`src/rtl/vend_pkg.sv`:
```
// vend_pkg: types and code points shared between vending_machine and
// vend_dispenser.
package vend_pkg;

  typedef enum logic [2:0] {
    ST_IDLE,
    ST_MOTOR,
    ST_CHG_CHK,
    ST_REQ,
    ST_REL,
    ST_DONE,
    ST_FAULT
  } disp_state_t;

  // Change codes; the numeric value is the number of Rs.5 coins owed.
  localparam logic [1:0] CHG_NONE = 2'b00;
  localparam logic [1:0] CHG_5    = 2'b01;
  localparam logic [1:0] CHG_10   = 2'b10;
  localparam logic [1:0] CHG_15   = 2'b11;

  localparam logic [2:0] PRD_NONE = 3'b000;

  // Change code to number of Rs.5 coins to eject.
  function automatic logic [1:0] chng_to_coins(input logic [1:0] code);
    logic [1:0] n;
    case (code)
      CHG_5:   n = 2'd1;
      CHG_10:  n = 2'd2;
      CHG_15:  n = 2'd3;
      default: n = 2'd0;
    endcase
    return n;
  endfunction

endpackage

```
`src/rtl/vend_dispenser_if.sv`:
```
// vend_dispenser_if: transaction input from vending_machine, physical
// motor/hopper signals and status outputs of the dispenser.
interface vend_dispenser_if;
  logic       vld;
  logic [2:0] prd;
  logic [1:0] chng;
  logic       rdy;
  logic       motor_en;
  logic [2:0] motor_sel;
  logic       coin_req;
  logic       coin_ack;
  logic [5:0] coins_left;
  logic       done;
  logic       err;

  // Environment side: upstream FSM plus the coin hopper.
  modport master (
    output vld, prd, chng, coin_ack,
    input  rdy, motor_en, motor_sel, coin_req, coins_left, done, err
  );

  // Dispenser side.
  modport slave (
    input  vld, prd, chng, coin_ack,
    output rdy, motor_en, motor_sel, coin_req, coins_left, done, err
  );
endinterface

```
`src/rtl/vend_hs_timer.sv`:
```
// vend_hs_timer: reloadable handshake timeout counter. load clears the count
// (takes priority), run advances it; expire is high on the TIMEOUT-th cycle
// spent waiting and the count holds there.
module vend_hs_timer #(
  parameter int TIMEOUT = 16
) (
  input  logic clk,
  input  logic rst,
  input  logic load,
  input  logic run,
  output logic expire
);

  localparam int CNT_W = $clog2(TIMEOUT + 1);
  localparam logic [CNT_W-1:0] CNT_LAST = CNT_W'(TIMEOUT - 1);

  logic [CNT_W-1:0] cnt_q, cnt_d;

  assign expire = (cnt_q == CNT_LAST);

  // Next count: reload on state entry, otherwise advance until expiry.
  always_comb begin
    cnt_d = cnt_q;
    if (load) begin
      cnt_d = '0;
    end else if (run && !expire) begin
      cnt_d = cnt_q + CNT_W'(1);
    end
  end

  // Count register.
  always_ff @(posedge clk) begin
    if (rst) cnt_q <= '0;
    else     cnt_q <= cnt_d;
  end

endmodule

```
`src/rtl/vend_dispenser.sv`:
```
// vend_dispenser: pulses the product motor for the selected slot, then ejects
// change one Rs.5 coin at a time over a 4-phase req/ack hopper handshake,
// tracking coin stock and latching faults (empty stock, ack timeout).
// Optional build macro VEND_DISP_REFILL_EN adds a refill input that reloads
// the coin stock while idle.
module vend_dispenser
  import vend_pkg::*;
#(
  parameter int PRD_PULSE_CYC = 4,
  parameter int ACK_TIMEOUT   = 16,
  parameter int COIN_INIT     = 32
) (
  input  logic              clk,
  input  logic              rst,
`ifdef VEND_DISP_REFILL_EN
  input  logic              refill,
`endif
  vend_dispenser_if.slave   bus
);

  localparam int MOT_W = $clog2(PRD_PULSE_CYC + 1);
  localparam logic [MOT_W-1:0] MOT_LAST  = MOT_W'(PRD_PULSE_CYC - 1);
  localparam logic [5:0]       STOCK_RST = 6'(COIN_INIT);

  disp_state_t      state_q, state_d;
  logic [MOT_W-1:0] mot_cnt_q, mot_cnt_d;
  logic [2:0]       motor_sel_q, motor_sel_d;
  logic [1:0]       coins_due_q, coins_due_d;
  logic [5:0]       coins_left_q, coins_left_d;

  logic tmr_load;
  logic tmr_run;
  logic tmr_expire;

  // Waiting on the hopper in either handshake phase runs the timeout.
  assign tmr_run = (state_q == ST_REQ) || (state_q == ST_REL);

  vend_hs_timer #(
    .TIMEOUT (ACK_TIMEOUT)
  ) u_hs_timer (
    .clk    (clk),
    .rst    (rst),
    .load   (tmr_load),
    .run    (tmr_run),
    .expire (tmr_expire)
  );

  // Next-state and datapath updates; the timer is reloaded on the edge that
  // enters REQ or REL so it reads zero in the first cycle of each phase.
  always_comb begin
    state_d      = state_q;
    mot_cnt_d    = mot_cnt_q;
    motor_sel_d  = motor_sel_q;
    coins_due_d  = coins_due_q;
    coins_left_d = coins_left_q;
    tmr_load     = 1'b0;

    case (state_q)
      ST_IDLE: begin
`ifdef VEND_DISP_REFILL_EN
        if (refill) coins_left_d = STOCK_RST;
`endif
        // rdy is high in IDLE, so vld alone means an accepted transaction.
        if (bus.vld) begin
          motor_sel_d = bus.prd;
          coins_due_d = chng_to_coins(bus.chng);
          mot_cnt_d   = '0;
          state_d     = (bus.prd != PRD_NONE) ? ST_MOTOR : ST_CHG_CHK;
        end
      end

      ST_MOTOR: begin
        if (mot_cnt_q == MOT_LAST) begin
          mot_cnt_d = '0;
          state_d   = ST_CHG_CHK;
        end else begin
          mot_cnt_d = mot_cnt_q + MOT_W'(1);
        end
      end

      ST_CHG_CHK: begin
        if (coins_due_q == 2'd0) begin
          state_d = ST_DONE;
        end else if (coins_left_q == 6'd0) begin
          state_d = ST_FAULT;
        end else begin
          state_d  = ST_REQ;
          tmr_load = 1'b1;
        end
      end

      ST_REQ: begin
        // An ack arriving on the expiry cycle still counts as delivered.
        if (bus.coin_ack) begin
          coins_due_d  = coins_due_q - 2'd1;
          coins_left_d = coins_left_q - 6'd1;
          state_d      = ST_REL;
          tmr_load     = 1'b1;
        end else if (tmr_expire) begin
          state_d = ST_FAULT;
        end
      end

      ST_REL: begin
        if (!bus.coin_ack) begin
          state_d = ST_CHG_CHK;
        end else if (tmr_expire) begin
          state_d = ST_FAULT;
        end
      end

      ST_DONE:  state_d = ST_IDLE;

      ST_FAULT: state_d = ST_FAULT;

      default:  state_d = ST_IDLE;
    endcase
  end

  // State and datapath registers.
  always_ff @(posedge clk) begin
    if (rst) begin
      state_q      <= ST_IDLE;
      mot_cnt_q    <= '0;
      motor_sel_q  <= '0;
      coins_due_q  <= '0;
      coins_left_q <= STOCK_RST;
    end else begin
      state_q      <= state_d;
      mot_cnt_q    <= mot_cnt_d;
      motor_sel_q  <= motor_sel_d;
      coins_due_q  <= coins_due_d;
      coins_left_q <= coins_left_d;
    end
  end

  // Outputs decode directly from the registered state, so they are glitch-free
  // and coin_req drops on the same edge that leaves REQ.
  assign bus.rdy        = (state_q == ST_IDLE);
  assign bus.motor_en   = (state_q == ST_MOTOR);
  assign bus.motor_sel  = motor_sel_q;
  assign bus.coin_req   = (state_q == ST_REQ);
  assign bus.coins_left = coins_left_q;
  assign bus.done       = (state_q == ST_DONE);
  assign bus.err        = (state_q == ST_FAULT);

endmodule

```
`src/flat_wrapper.sv`:
```
// flat-port wrapper written by rule: the top's interface ports become plain ports
module vend_dispenser_flat import vend_pkg::*;
#(
  parameter int PRD_PULSE_CYC = 4,
  parameter int ACK_TIMEOUT   = 16,
  parameter int COIN_INIT     = 32
)
  (clk, rst, bus_vld, bus_prd, bus_chng, bus_coin_ack, bus_rdy, bus_motor_en, bus_motor_sel, bus_coin_req, bus_coins_left, bus_done, bus_err);
  vend_dispenser_if bus_i ();
  input  logic clk;
  input  logic rst;
  input wire logic [$bits(bus_i.vld)-1:0] bus_vld;
  input wire logic [$bits(bus_i.prd)-1:0] bus_prd;
  input wire logic [$bits(bus_i.chng)-1:0] bus_chng;
  input wire logic [$bits(bus_i.coin_ack)-1:0] bus_coin_ack;
  output wire logic [$bits(bus_i.rdy)-1:0] bus_rdy;
  output wire logic [$bits(bus_i.motor_en)-1:0] bus_motor_en;
  output wire logic [$bits(bus_i.motor_sel)-1:0] bus_motor_sel;
  output wire logic [$bits(bus_i.coin_req)-1:0] bus_coin_req;
  output wire logic [$bits(bus_i.coins_left)-1:0] bus_coins_left;
  output wire logic [$bits(bus_i.done)-1:0] bus_done;
  output wire logic [$bits(bus_i.err)-1:0] bus_err;
  assign bus_i.vld = bus_vld;
  assign bus_i.prd = bus_prd;
  assign bus_i.chng = bus_chng;
  assign bus_i.coin_ack = bus_coin_ack;
  assign bus_rdy = bus_i.rdy;
  assign bus_motor_en = bus_i.motor_en;
  assign bus_motor_sel = bus_i.motor_sel;
  assign bus_coin_req = bus_i.coin_req;
  assign bus_coins_left = bus_i.coins_left;
  assign bus_done = bus_i.done;
  assign bus_err = bus_i.err;
  vend_dispenser #(.PRD_PULSE_CYC(PRD_PULSE_CYC), .ACK_TIMEOUT(ACK_TIMEOUT), .COIN_INIT(COIN_INIT)) u_core (.clk(clk), .rst(rst), .bus(bus_i));
endmodule
```
`config.mk`:
```
export PLATFORM = sky130hd
export DESIGN_NAME = vend_dispenser_flat
export DESIGN_NICKNAME = d
export VERILOG_FILES = /design/src/rtl/vend_pkg.sv /design/src/rtl/vend_dispenser_if.sv /design/src/rtl/vend_hs_timer.sv /design/src/rtl/vend_dispenser.sv /design/src/flat_wrapper.sv
export SDC_FILE = /design/constraint.sdc
export NUM_CORES = 1
export LEC_CHECK = 0
export BUFFER_PORTS_ARGS = -buffer_cell sky130_fd_sc_hd__buf_2
export CORE_UTILIZATION = 54
export CTS_CLUSTER_SIZE = 40
export DETAILED_ROUTE_END_ITERATION = 12
export GPL_TIMING_DRIVEN = 0
export PLACE_DENSITY = 0.75
export SLEW_MARGIN = 20
export SYNTH_ARGS = -nofsm -noshare
export SYNTH_HDL_FRONTEND = slang
export SYNTH_HIERARCHICAL = 1
export SYNTH_SLANG_ARGS = --single-unit
export TNS_END_PERCENT = 50
```
`constraint.sdc`:
```
create_clock -name clk -period 2 [get_ports clk]
set_input_delay 0 -clock clk [delete_from_list [all_inputs] [get_ports clk]]
set_output_delay 0 -clock clk [all_outputs]
set_load 0.005 [all_outputs]
```
# After elaboration in Yosys (flattened, before gate mapping)
# Cells that the tools add are included.
# W data, S select, Z words.
# op_classes
muxes	20
n_eq_ne	14
reduce_logical	15
add_sub_neg	4
# op_table
operator	n
$mux W3	9
$pmux W3 S6	1
$eq A3 B2 Y1 const B	3
$eq A3 B3 Y1 const B	3
$reduce_and A2 Y1	4
$logic_not A6 Y1	1
$mux W2	3
$pmux W2 S3	1
$pmux W3 S2	1
$sub A6 B1 Y6 const B	1
$add A5 B1 Y5 const B	1
$eq A5 B4 Y1 const B	1
$eq A2 B2 Y1 const B	2
$ne A2 B2 Y1 const B	2
$pmux W2 S2	1
$reduce_bool A2 Y1	2
$add A3 B1 Y3 const B	1
$eq A3 B1 Y1 const B	1
$logic_not A3 Y1	1
$mux W1	3
$reduce_and A3 Y1	1
$reduce_bool A3 Y1	1
$eq A2 B1 Y1 const B	1
$logic_not A2 Y1	1
other kinds (7)	7
# totals
in_bits	9
ff_bits	22
output_inout_bits	14
elab_cells	59

# Logic depth before layout (Yosys ltp)
# Gate-level depths: netlist of the first run.
# depth
ltp_word	5
ltp_mapped	8
depth_no_buf	7

# Modules after synthesis
# Netlist of the first run, hierarchy kept.
# modules_own_cells
module	area_each_um2	seq_area_each_um2	cells_each	instances
vend_dispenser	967.2	340.3	113	1
vend_hs_timer	241.5	100.1	26	1

# Least setup slack after synthesis of the first run
# No wires, ideal clock.
# synth_timing
kind	register to register
start	register u_core.coins_due_q[0]
end	register u_core.u_hs_timer.cnt_q[4]
setup_ps	121
path_stages_with_launch	7
arrival_time_ps	1529
slack_ps	350
period_less_slack_ps	1650
n_path_buf	0
path_cell_list	dfxtp_1 -> inv_1 -> ha_1 -> or4b_2 -> o21ai_0 -> or2_2 -> a211oi_1
# synth_between
elab_chain_len	4
# synth_rtl
element	line	rtl
from (decl)	vend_dispenser.sv:28	logic [1:0] coins_due_q, coins_due_d;
from (signal assigned)	vend_dispenser.sv:132	coins_due_q <= coins_due_d;
$logic_not A2 Y1	vend_dispenser.sv:82	if (coins_due_q == 2'd0) begin
$mux W1	vend_dispenser.sv:82	
$pmux W1 S2	vend_dispenser.sv:58	case (state_q)
via u_core.tmr_load	vend_dispenser.sv:31	logic tmr_load;
$reduce_or A2 Y1 (no source line)	--	
to (signal assigned)	vend_hs_timer.sv:34	else cnt_q <= cnt_d;
to (decl)	vend_hs_timer.sv:17	logic [CNT_W-1:0] cnt_q, cnt_d;
# The timed path passes the listed nets, and every way through them passes these cells.
# A chain may end at the register's enable or synchronous reset.

# Final worst setup path of the first run
# layout_timing
start	register u_core.coins_due_q[0]
end	register u_core.u_hs_timer.cnt_q[0]
# Same word-level chain as after synthesis.

==> results of run 1 <==
## cells by family (layout without fill, tap and decap cells)
group | after synthesis | in the layout | synth area share [%]
buffers and inverters | 16 | 45 | 6.52
AOI/OAI and AO/OA | 29 | 29 | 17.7
muxes | 3 | 3 | 2.48
adders and majority gates | 6 | 6 | 6.21
DFF | 22 | 22 | 36.4
xor gates and xnor gates | 6 | 6 | 4.35
and+or+nand+nor | 57 | 57 | 26.3
## final timing paths
path	start	endpoint	slack [ns]	depth (start not counted)
max	u_core/coins_due_q[0]$_SDFFE_PP0P_	u_core/u_hs_timer/cnt_q[0]$_SDFFE_PP0P_	0.19	6
min	bus_chng[1]	u_core/coins_due_q[1]$_SDFFE_PP0P_	0.04	4
max reg2reg	u_core/coins_due_q[0]$_SDFFE_PP0P_	u_core/u_hs_timer/cnt_q[0]$_SDFFE_PP0P_	0.19	6
min reg2reg	u_core/mot_cnt_q[2]$_SDFFE_PP0P_	u_core/mot_cnt_q[2]$_SDFFE_PP0P_	0.46	2
## area by class of cell
type / instances / share of cell area, %
inverters: 8 / 2.08
plain buffers: 7 / 3.13
clock buffers: 3 / 1.56
multi-input cells: 101 / 47.8
clock inverters: 1 / 2.08
repair buffers: 26 / 10.4
well taps: 27 / 2.34
flip-flops and latches: 22 / 30.6
## worst max-delay path, stage by stage (launching register included)
cell and delay [ns]:
dfxtp_1 0.40, inv_1 0.06, ha_1 0.24, or4b_2 0.61
o21ai_0 0.17, or2_2 0.18, nor2_1 0.06
## Yosys cell counts (3+ instances only)
library cell,n,area [sq um]
nor2_1,23,86.3
dfxtp_1,22,440
inv_1,8,30.0
nand2_1,8,30.0
ha_1,6,75.1
o21ai_0,6,30.0
a21oi_1,5,25.0
nand2b_1,4,25.0
a211oi_1,3,22.5
clkbuf_1,3,11.3
mux2i_1,3,30.0
xnor2_1,3,26.3
xor2_1,3,26.3
## power groups by stage
stage,Sequential (mW),Clock (mW),Combinational [mW]
after floorplan,0.483,0,0.134
after global placement,0.482,0,0.180
after detailed placement,0.484,0,0.186
after CTS,0.474,0.347,0.193
after global routing,0.478,0.366,0.216
final,0.474,0.339,0.191
## repair_timing
item,in CTS,in global routing
endpoints found under the setup margin,0,1
hold buffers,4,0
endpoints found under the hold margin,5,0
## layout by cell type, fill, tap and decap left out, types with 2 or more instances in the layout
| cell type | netlist | layout |
|---|---|---|
| nor2_1 | 23 | 23 |
| nand2b_1 | 4 | 4 |
| inv_1 | 8 | 8 |
| ha_1 | 6 | 6 |
| a22oi_1 | 2 | 2 |
| nand2_1 | 8 | 8 |
| or3_1 | 2 | 2 |
| and3_1 | 2 | 2 |
| xor2_1 | 3 | 3 |
| nand3b_1 | 2 | 2 |
| a21oi_1 | 5 | 5 |
| dfxtp_1 | 22 | 22 |
| clkbuf_4 | 0 | 3 |
| xnor2_1 | 3 | 3 |
| nor3_1 | 2 | 2 |
| mux2i_1 | 3 | 3 |
| clkbuf_1 | 3 | 2 |
| buf_2 | 2 | 24 |
| buf_6 | 2 | 2 |
| dlygate4sd3_1 | 0 | 4 |
| nand3_1 | 2 | 2 |
| o21a_1 | 2 | 2 |
| o21ai_0 | 6 | 6 |
| a211oi_1 | 3 | 3 |
## sequential cells by signal (all words and copies together), names as in the netlist
signal                   flops
u_core/bus.coins_left        6
u_core/u_hs_timer/cnt_q      5
u_core/bus.motor_sel         3
u_core/mot_cnt_q             3
u_core/state_q               3
u_core/coins_due_q           2
## layer usage
metal,routed length [microns],vias to the layer above,GRT usage [%],part of all wire [%]
met5,0,-,0,0
met4,21,0,7.35,0.88
met3,98,2,4.05,4.1
met2,1160,22,41.1,49
met1,1090,480,29.6,46
li1,-,543,-,-
==> results.md, run 1 <==
- Setup WS post-layout: 0.187 ns
- Worst setup EP type: flop
- Sequential share of power: 47.2%
- Synth Instances: 139
- Routability cong.: 0.823
- Pin count of the biggest net entering global routing: 14
- Power share of the clock group: 33.8%
- Final Cycle Share: 90.7%
- Prevailing post-synth register cell: dfxtp_1
- Dpl cells: 188
- TritonCTS clock tree: done
- WL final: 2.37 mm
- Postcts setup bufs: 0
- Clock Tree Root: clkbuf_4
- Via/cell ratio: 5.37
- Status: completed
- Switching Fraction: 25.0%
- Post-synth EDFFs: 0
- Power share of the combinational group: 19.0%
- Tightest Pin Transition: 0.568 ns
- Multi-input logic area: 689 sq um
- Worst Path Class, Setup: reg2reg
- IO buf count: 22
- Finished Cell Area: 1440 sq um
- Mapped Avg Cell Area: 8.70 sq um
- Total number of vias: 1047
- Pwr/cell area: 697 nW/um^2
- IO Pins: 23
- Utilization after layout: 70.6%
- Hold Vio Cnt, Final: 0
- Post-DP Area: 1350 sq um
- WL per Instance: 12.2 microns
- Yosys reg bits: 22
- Chip Width: 49.3 microns
- Max-slew headroom: 62.0%
- Crit path DAT: 2.03 ns
- Die footprint: 2430 sq um
- Max-Cap Viols: 0
- Final Setup Violations: 0
- Skew final: 0.000926 ns
- Design Power: 1.00 mW
- Layout area overhead: 19.3%
- Seq/Total Area, Yosys: 36.4%
- Initial antenna violation count: 0
- Setup crit start kind: flop
- NumNets Final: 184
- GRT Overall Usage: 23.7%
- Maximum vdd drop: 0.508 mV
- Req. time, crit path: 2.21 ns
- RSZ-0062 raised after global routing: no
- Setup TNS: 0 ns
- Post-synth ARST share: 0%
- Number of buffers created by CTS: 3
- Core Box Area: 2040 sq um
- HPWL after detailed placement: 1.74 mm
- P_sw: 0.251 mW
- Ant diodes: 0
- 1st-pass router iterations: 4
- Final slew viol count: 0
- Cell Rows: 16
- Layout cells sized above 1: 22.6%
- Vias in the first global route: 1055
- P_int: 0.753 mW
- Post-CTS sizing: 0
- Worst Hold Slack: 0.0386 ns
- Filler cell count: 161
- Grt total ovfl: 0
- Clk buf depth: 2
- Period minus WS final: 1.81 ns
- Non-filler cells, final: 195
- # H-tree levels: 1
- Yosys warns: 6
- Clk slew on worst S/H paths: 0.12 ns
- Die Ht: 49.3 microns
- FF+latch area: 440 sq um
- Synth unique cells: 46
- Initial Utilization: 59.2%
- Post-Syn Area: 1210 sq um
- Clock Latency Late Sink: 0.30 ns
- Highest clock rate: 552 MHz
- Initial DRC Count: 19
- First-pass GRT wire length: 4.47 mm
- Worst Path Max Fanout: 5
- Min-delay worst type: in2reg
- Cell leakage power: 0.628 nW
- Remaining DRCs: 0
- Setup WS pre-CTS: 0.218 ns
- Remaining antenna violation count: 0
- Clock sinks: 22
- Mapped Nets: 154
No activity file was read; power rests on OpenSTA's default activity.
==> inputs of run 2 (changes only) <==
--- a/config.mk
+++ b/config.mk
@@ -6,14 +6,14 @@
 export NUM_CORES = 1
 export LEC_CHECK = 0
 export BUFFER_PORTS_ARGS = -buffer_cell sky130_fd_sc_hd__buf_2
-export CORE_UTILIZATION = 54
+export CORE_MARGIN = 1.5
+export CORE_UTILIZATION = 53
 export CTS_CLUSTER_SIZE = 40
 export DETAILED_ROUTE_END_ITERATION = 12
 export GPL_TIMING_DRIVEN = 0
-export PLACE_DENSITY = 0.75
+export PLACE_DENSITY = 0.74
 export SLEW_MARGIN = 20
 export SYNTH_ARGS = -nofsm -noshare
 export SYNTH_HDL_FRONTEND = slang
-export SYNTH_HIERARCHICAL = 1
 export SYNTH_SLANG_ARGS = --single-unit
 export TNS_END_PERCENT = 50
==> run 2 against run 1 <==
Sequential share of layout area rose by 0.76 points. Global-route usage fell by 3.2 points. Largest cell class unchanged. Combinational power fell by 27%. Critical path type unchanged. Non-clock buffer count fell by 1. Routed wire length fell by 1.1%. Count of clock-buffer cells in the layout did not move. Sequential cell count did not move. Via count fell by 1.4%. Clock power fell by 1%.
==> results.md, run 2 <==
- Post-synthesis xor/xnor area fraction: 5.22% (+0.87 points)
- Core Box Area: 2020 sq um (-0.98%)
- Layout area overhead: 19.7%
- Initial antenna violation count: 0 (unchanged)
- Maximum vdd drop: 0.502 mV (-1.2%)
- Post-synth ARST share: 0% (unchanged)
- Largest family of logic cells by synthesized area: simple AND/OR/NAND/NOR gates
- Post-synthesis mux area share: 0.852% (-1.6 points)
- Grt total ovfl: 0 (unchanged)
- Most common cell after layout, fill and taps aside: buf_2
- Mapped Avg Cell Area: 8.70 sq um (about the same)
- Remaining DRCs: 0 (unchanged)
- Dpl cells: 183 (-2.7%)
- Req. time, crit path: 2.20 ns (about the same)
- Critical Path Start: u_core.u_hs_timer.cnt_q[0]$_SDFFE_PP0P_
- Post-synthesis simple-gate area fraction: 27.6% (+1.3 points)
- Clk slew on worst S/H paths: 0.11 ns (about the same)
- Layout cells sized above 1: 24.4% (+1.8 points)
- Vias in the first global route: 890 (-16%)
- Synth Area in Compound Gates: 16.6% (-1.1 points)
- Die Ht: 50.1 microns (+1.6%)
- Clock Tree Root: clkbuf_4
- Clock sinks: 22 (unchanged)
- Clock Latency Late Sink: 0.31 ns (about the same)
- Cell Rows: 16 (unchanged)
- Ant diodes: 0 (unchanged)
- Clk buf depth: 2 (unchanged)
- Cell leakage power: 0.576 nW (-8.3%)
- Setup TNS: 0 ns (unchanged)
- Setup WS pre-CTS: 0.354 ns (+0.136 ns)
- Skew final: 0.0151 ns (+0.0142 ns)
- IO buf count: 21 (-4.5%)
- Remaining antenna violation count: 0 (unchanged)
- Yosys reg bits: 22 (unchanged)
- Post-synth top area cell: dfxtp_1
- Prevailing post-synth register cell: dfxtp_1
- Tightest Pin Transition: 0.458 ns (-0.110 ns)
- Post-synth EDFFs: 0 (unchanged)
- Post-synthesis adder-cell area fraction: 5.32% (-0.89 points)
- HP Start: bus_chng[0]
- Most frequent cell after synthesis: dfxtp_1
- Pwr/cell area: 669 nW/um^2 (-4.0%)
- Critical R2R Launch: u_core.u_hs_timer.cnt_q[0]$_SDFFE_PP0P_
- Yosys top cell area share: 37.5% (+1.0 points)
- 1st-pass router iterations: 4 (unchanged)
- Number of buffers created by CTS: 3 (unchanged)
- WL per Instance: 12.3 microns (+1.0%)
- Worst Hold Slack: 0.0717 ns (+0.0331 ns)
- Max-Cap Viols: 0 (unchanged)
- Min-Delay Path Depth: 3 (-1)
- First-pass GRT wire length: 3.99 mm (-11%)
- Initial Utilization: 58.1% (-1.1 points)
- Period minus WS final: 1.65 ns (-0.160 ns)
- IO Pins: 23 (unchanged)
- Max reg flops: 6 (unchanged)
- Worst Path Class, Setup: reg2reg
- Die footprint: 2510 sq um (+3.1%)
- WL final: 2.35 mm (-1.1%)
- RSZ-0062 raised after global routing: no
- Via/cell ratio: 5.40 (+0.63%)
- Most frequent cells in the layout: buf_2, dfxtp_1, nor2_1
- GRT Overall Usage: 20.5% (-3.2 points)
- TritonCTS clock tree: done
- Worst Path Max Fanout: 4 (-1)
- Yosys warns: 0 (-6)
- Total number of vias: 1032 (-1.4%)
- Mapped Nets: 149 (-3.2%)
- Worst setup EP type: flop
- Min-delay worst type: in2reg
- NumNets Final: 179 (-2.7%)
- Initial DRC Count: 17 (-2)
- Routability cong.: 0.806 (-2.1%)
- Largest cells by area after synthesis: dfxtp_1, ha_1, nor2_1
- # H-tree levels: 1 (unchanged)
- Final Setup Violations: 0 (unchanged)
- Hold Vio Cnt, Final: 0 (unchanged)
- Synth unique cells: 42 (-8.7%)
- Top cells by count, synth: dfxtp_1, nor2_1, inv_1, nand2_1, a21oi_1
- Chip Width: 50.1 microns (+1.6%)
- Crit Reg-Reg Endpoint: u_core.state_q[1]$_SDFFE_PP0P_
- Post-Syn Area: 1170 sq um (-2.8%)
- HPWL after detailed placement: 1.72 mm (-0.62%)
- Crit path DAT: 1.85 ns (-0.18 ns)
- Final Cycle Share: 82.7% (-8.0 points)
- Pin count of the biggest net entering global routing: 14 (unchanged)
- Seq/Total Area, Yosys: 37.5% (+1.0 points)
- FF-to-FF setup slack: 0.35 ns (+0.16 ns)
- Setup WS post-layout: 0.347 ns (+0.160 ns)
- Highest clock rate: 605 MHz (+9.7%)
- Reg2Reg Depth: 6 (unchanged)
- WHS Endpoint: u_core.coins_due_q[0]$_SDFFE_PP0P_
- Status: completed
- Final slew viol count: 0 (unchanged)
- Setup crit start kind: flop
- Max-slew headroom: 69.5% (+7.5 points)
- Non-filler cells, final: 191 (-2.1%)
- Synth Instances: 135 (-2.9%)
## run 2: changes by cell type after synthesis, moves of 3 or more
cell / before / now
a21oi_1: 5 / 9
nand3_1: 2 / 5
nor3_1: 2 / 7
o21ai_0: 6 / 1
nor2_1: 23 / 14
## run 2: how the worst max path moves through the flow
stage | end | slack [ns] | cells after the start
finish | u_core.state_q[1]$_SDFFE_PP0P_ | 0.35 | 6
global route | u_core.state_q[2]$_SDFFE_PP0P_ | 0.21 | 6
CTS | u_core.state_q[1]$_SDFFE_PP0P_ | 0.33 | 6
detailed placement | u_core.state_q[1]$_SDFFE_PP0P_ | 0.35 | 6
global placement | u_core.state_q[2]$_SDFFE_PP0P_ | 0.36 | 6
floorplan | u_core.state_q[1]$_SDFFE_PP0P_ | 0.45 | 6
## run 2: cells by family after synthesis
group	after synthesis
buffers and inverters	17
muxes	1
DFF	22
and+or+nand+nor	58
AOI/OAI and AO/OA	25
adders and majority gates	5
xor gates and xnor gates	7
## run 2: what timing repair did
item                                    4_1_cts  5_1_grt
endpoints found under the hold margin         4        0
gates resized for setup                       0        0
setup buffers                                 0        0
hold buffers                                  4        0
endpoints found under the setup margin        0        0
## run 2: area by class of cell
class / count / area [sq um]
inverter: 10 / 37.5
clock buffer: 3 / 22.5
timing repair buffer: 25 / 145
clock inverter: 1 / 30.0
tap: 27 / 33.8
buffer: 7 / 43.8
fill: 172 / 616
multi-input combinational: 96 / 653
sequential: 22 / 440
## run 2: report_power, final
group | total (mW) | switching, mW | internal, mW
registers | 0.466 | 0.0112 | 0.455
logic | 0.140 | 0.0745 | 0.0654
clock network | 0.335 | 0.132 | 0.202
total | 0.941 | 0.218 | 0.722
## run 2: through the flow
step	power (mW)	util (%)	instance area, sq um
floorplan	0.570	-	1170
global placement	0.606	65.0	1310
detailed placement	0.609	65.0	1310
CTS	0.953	69.6	1410
global route	0.986	69.6	1410
finish	0.941	69.6	1410
## run 2: worst max-delay path, cell delays in order, from the launching register on
cell	delay [ns]
dfxtp_1	0.35
ha_1	0.23
and3_1	0.19
ha_1	0.25
nor4bb_1	0.28
nor3_1	0.08
o21a_1	0.19
## run 2: routing by layer
metal  part of all wire [%]  vias to the layer above  GRT usage (%)
met2                     47                       28           33.3
met4                   0.64                        0           6.94
li1                       -                      526              -
met5                      0                        -              0
met1                     48                      476           27.8
met3                    4.1                        2           2.73
==> inputs of run 3 (changes only) <==
==> constraint.sdc (replaced) <==
create_clock -name clk -period 1.6 [get_ports clk]
set_input_delay 0 -clock clk [delete_from_list [all_inputs] [get_ports clk]]
set_output_delay 0 -clock clk [all_outputs]
set_load 0.005 [all_outputs]
==> run 3 against run 2 <==
Cell area increased by 1.9%. Largest cell class unchanged. Fmax increased by 5.2%. Worst setup slack got worse by 0.32 ns.
==> results.md, run 3 (same netlist as run 2, synthesis figures left out) <==
- GRT Overall Usage: 20.5% (unchanged)
- Core Box Area: 2020 sq um (unchanged)
- Routability cong.: 0.806 (unchanged)
- Maximum vdd drop: 0.631 mV (+26%)
- Skew final: 0.0190 ns (+0.00388 ns)
- Max reg flops: 6 (unchanged)
- Die Ht: 50.1 microns (unchanged)
- Total number of vias: 1029 (-0.29%)
- Setup WS post-layout: 0.0283 ns (-0.318 ns)
- Vias in the first global route: 891 (+0.11%)
- Number of buffers created by CTS: 3 (unchanged)
- TritonCTS clock tree: done
- IO Pins: 23 (unchanged)
- Setup WS pre-CTS: -0.0460 ns (-0.400 ns)
- Worst setup EP type: flop
- Via/cell ratio: 5.36 (-0.81%)
- Tightest Pin Transition: 0.454 ns (-0.00328 ns)
- Req. time, crit path: 1.80 ns (-0.40 ns)
- Layout area overhead: 21.9%
- Pin count of the biggest net entering global routing: 14 (unchanged)
- HPWL after detailed placement: 1.72 mm (unchanged)
- Crit path DAT: 1.77 ns (-0.08 ns)
- NumNets Final: 180 (+0.56%)
- Initial Utilization: 58.1% (unchanged)
- Setup crit start kind: flop
- Ant diodes: 0 (unchanged)
- Clk buf depth: 2 (unchanged)
- Cell leakage power: 0.583 nW (+1.2%)
- Max-Cap Viols: 0 (unchanged)
- Clock Tree Root: clkbuf_4
- Period minus WS final: 1.57 ns (-0.0817 ns)
- Max-slew headroom: 69.7% (+0.22 points)
- First-pass GRT wire length: 3.99 mm (unchanged)
- Min-delay worst type: in2reg
- Remaining DRCs: 0 (unchanged)
- Pwr/cell area: 827 nW/um^2 (+24%)
- Layout cells sized above 1: 27.3% (+2.9 points)
- Status: completed
- Final slew viol count: 0 (unchanged)
- # H-tree levels: 1 (unchanged)
- Grt total ovfl: 0 (unchanged)
- Cell Rows: 16 (unchanged)
- RSZ-0062 raised after global routing: yes
- WL per Instance: 12.3 microns (+0.37%)
- Non-filler cells, final: 192 (+0.52%)
- Hold Vio Cnt, Final: 0 (unchanged)
- Initial antenna violation count: 0 (unchanged)
- Most frequent cells in the layout: buf_2, dfxtp_1, nor2_1
- Worst Hold Slack: 0.0698 ns (-0.00189 ns)
- 1st-pass router iterations: 4 (unchanged)
- Clk slew on worst S/H paths: 0.11 ns (about the same)
- Initial DRC Count: 16 (-1)
- Clock sinks: 22 (unchanged)
- Chip Width: 50.1 microns (unchanged)
- Remaining antenna violation count: 0 (unchanged)
- WL final: 2.37 mm (+0.89%)
- Worst Path Class, Setup: reg2reg
- Clock Latency Late Sink: 0.31 ns (about the same)
- Worst Path Max Fanout: 4 (unchanged)
- Die footprint: 2510 sq um (unchanged)
- Final Setup Violations: 0 (unchanged)
- Most common cell after layout, fill and taps aside: buf_2
- Final Cycle Share: 98.2% (+16 points)
- IO buf count: 21 (unchanged)
- Highest clock rate: 636 MHz (+5.2%)
- Dpl cells: 183 (unchanged)
[run 3: layout make-up]
type / count / area [sq um]
flip-flops and latches: 22 / 443
plain buffers: 7 / 43.8
clock inverters: 1 / 30.0
multi-input cells: 96 / 669
repair buffers: 26 / 153
inverters: 10 / 37.5
clock buffers: 3 / 22.5
fillers: 165 / 589
well taps: 27 / 33.8
[run 3: per-layer routing]
metal | global-route usage [%] | vias up | part of all wire, %
li1 | - | 526 | -
met1 | 27.8 | 483 | 48
met2 | 33.3 | 18 | 48
met3 | 2.73 | 2 | 3.0
met4 | 6.94 | 0 | 0.59
met5 | 0 | - | 0
[run 3: where the power goes]
group	total [mW]	switching, mW	internal, mW
clock network	0.423	0.170	0.253
logic	0.179	0.0942	0.0845
registers	0.583	0.0141	0.569
total	1.18	0.278	0.907
[run 3: per-stage QoR]
step	area [sq um]	setup TNS (ns)	power [mW]	util [%]
final	1430	0	1.18	70.9
after CTS	1420	0	1.19	70.1
after global routing	1430	-0.169	1.23	70.9
after floorplan	1170	0	0.712	-
after detailed placement	1310	-0.0725	0.761	65.0
after global placement	1310	-0.0744	0.757	65.0
[run 3: repair_timing]
action                                  in CTS  in global routing
pin swaps                                    1                  3
hold buffers                                 4                  0
resized for setup                            2                  4
endpoints found under the setup margin       3                 11
hold endpoints to repair                     4                  0
buffers inserted                             1                  0
[run 3: worst max-delay path: stages, from the launching register on]
cell	delay, ns
dfxtp_2	0.34
ha_1	0.21
and3_1	0.19
ha_2	0.21
nor4bb_1	0.26
nor3_1	0.08
o21a_1	0.19
[run 3: final timing paths]
path | startpoint | end | slack (ns) | depth (start not counted)
max | u_core.u_hs_timer.cnt_q[0]$_SDFFE_PP0P_ | u_core.state_q[1]$_SDFFE_PP0P_ | 0.03 | 6
min | bus_chng[0] | u_core.coins_due_q[0]$_SDFFE_PP0P_ | 0.07 | 3
max reg2reg | u_core.u_hs_timer.cnt_q[0]$_SDFFE_PP0P_ | u_core.state_q[1]$_SDFFE_PP0P_ | 0.03 | 6
min reg2reg | u_core.mot_cnt_q[2]$_SDFFE_PP0P_ | u_core.mot_cnt_q[2]$_SDFFE_PP0P_ | 0.46 | 2
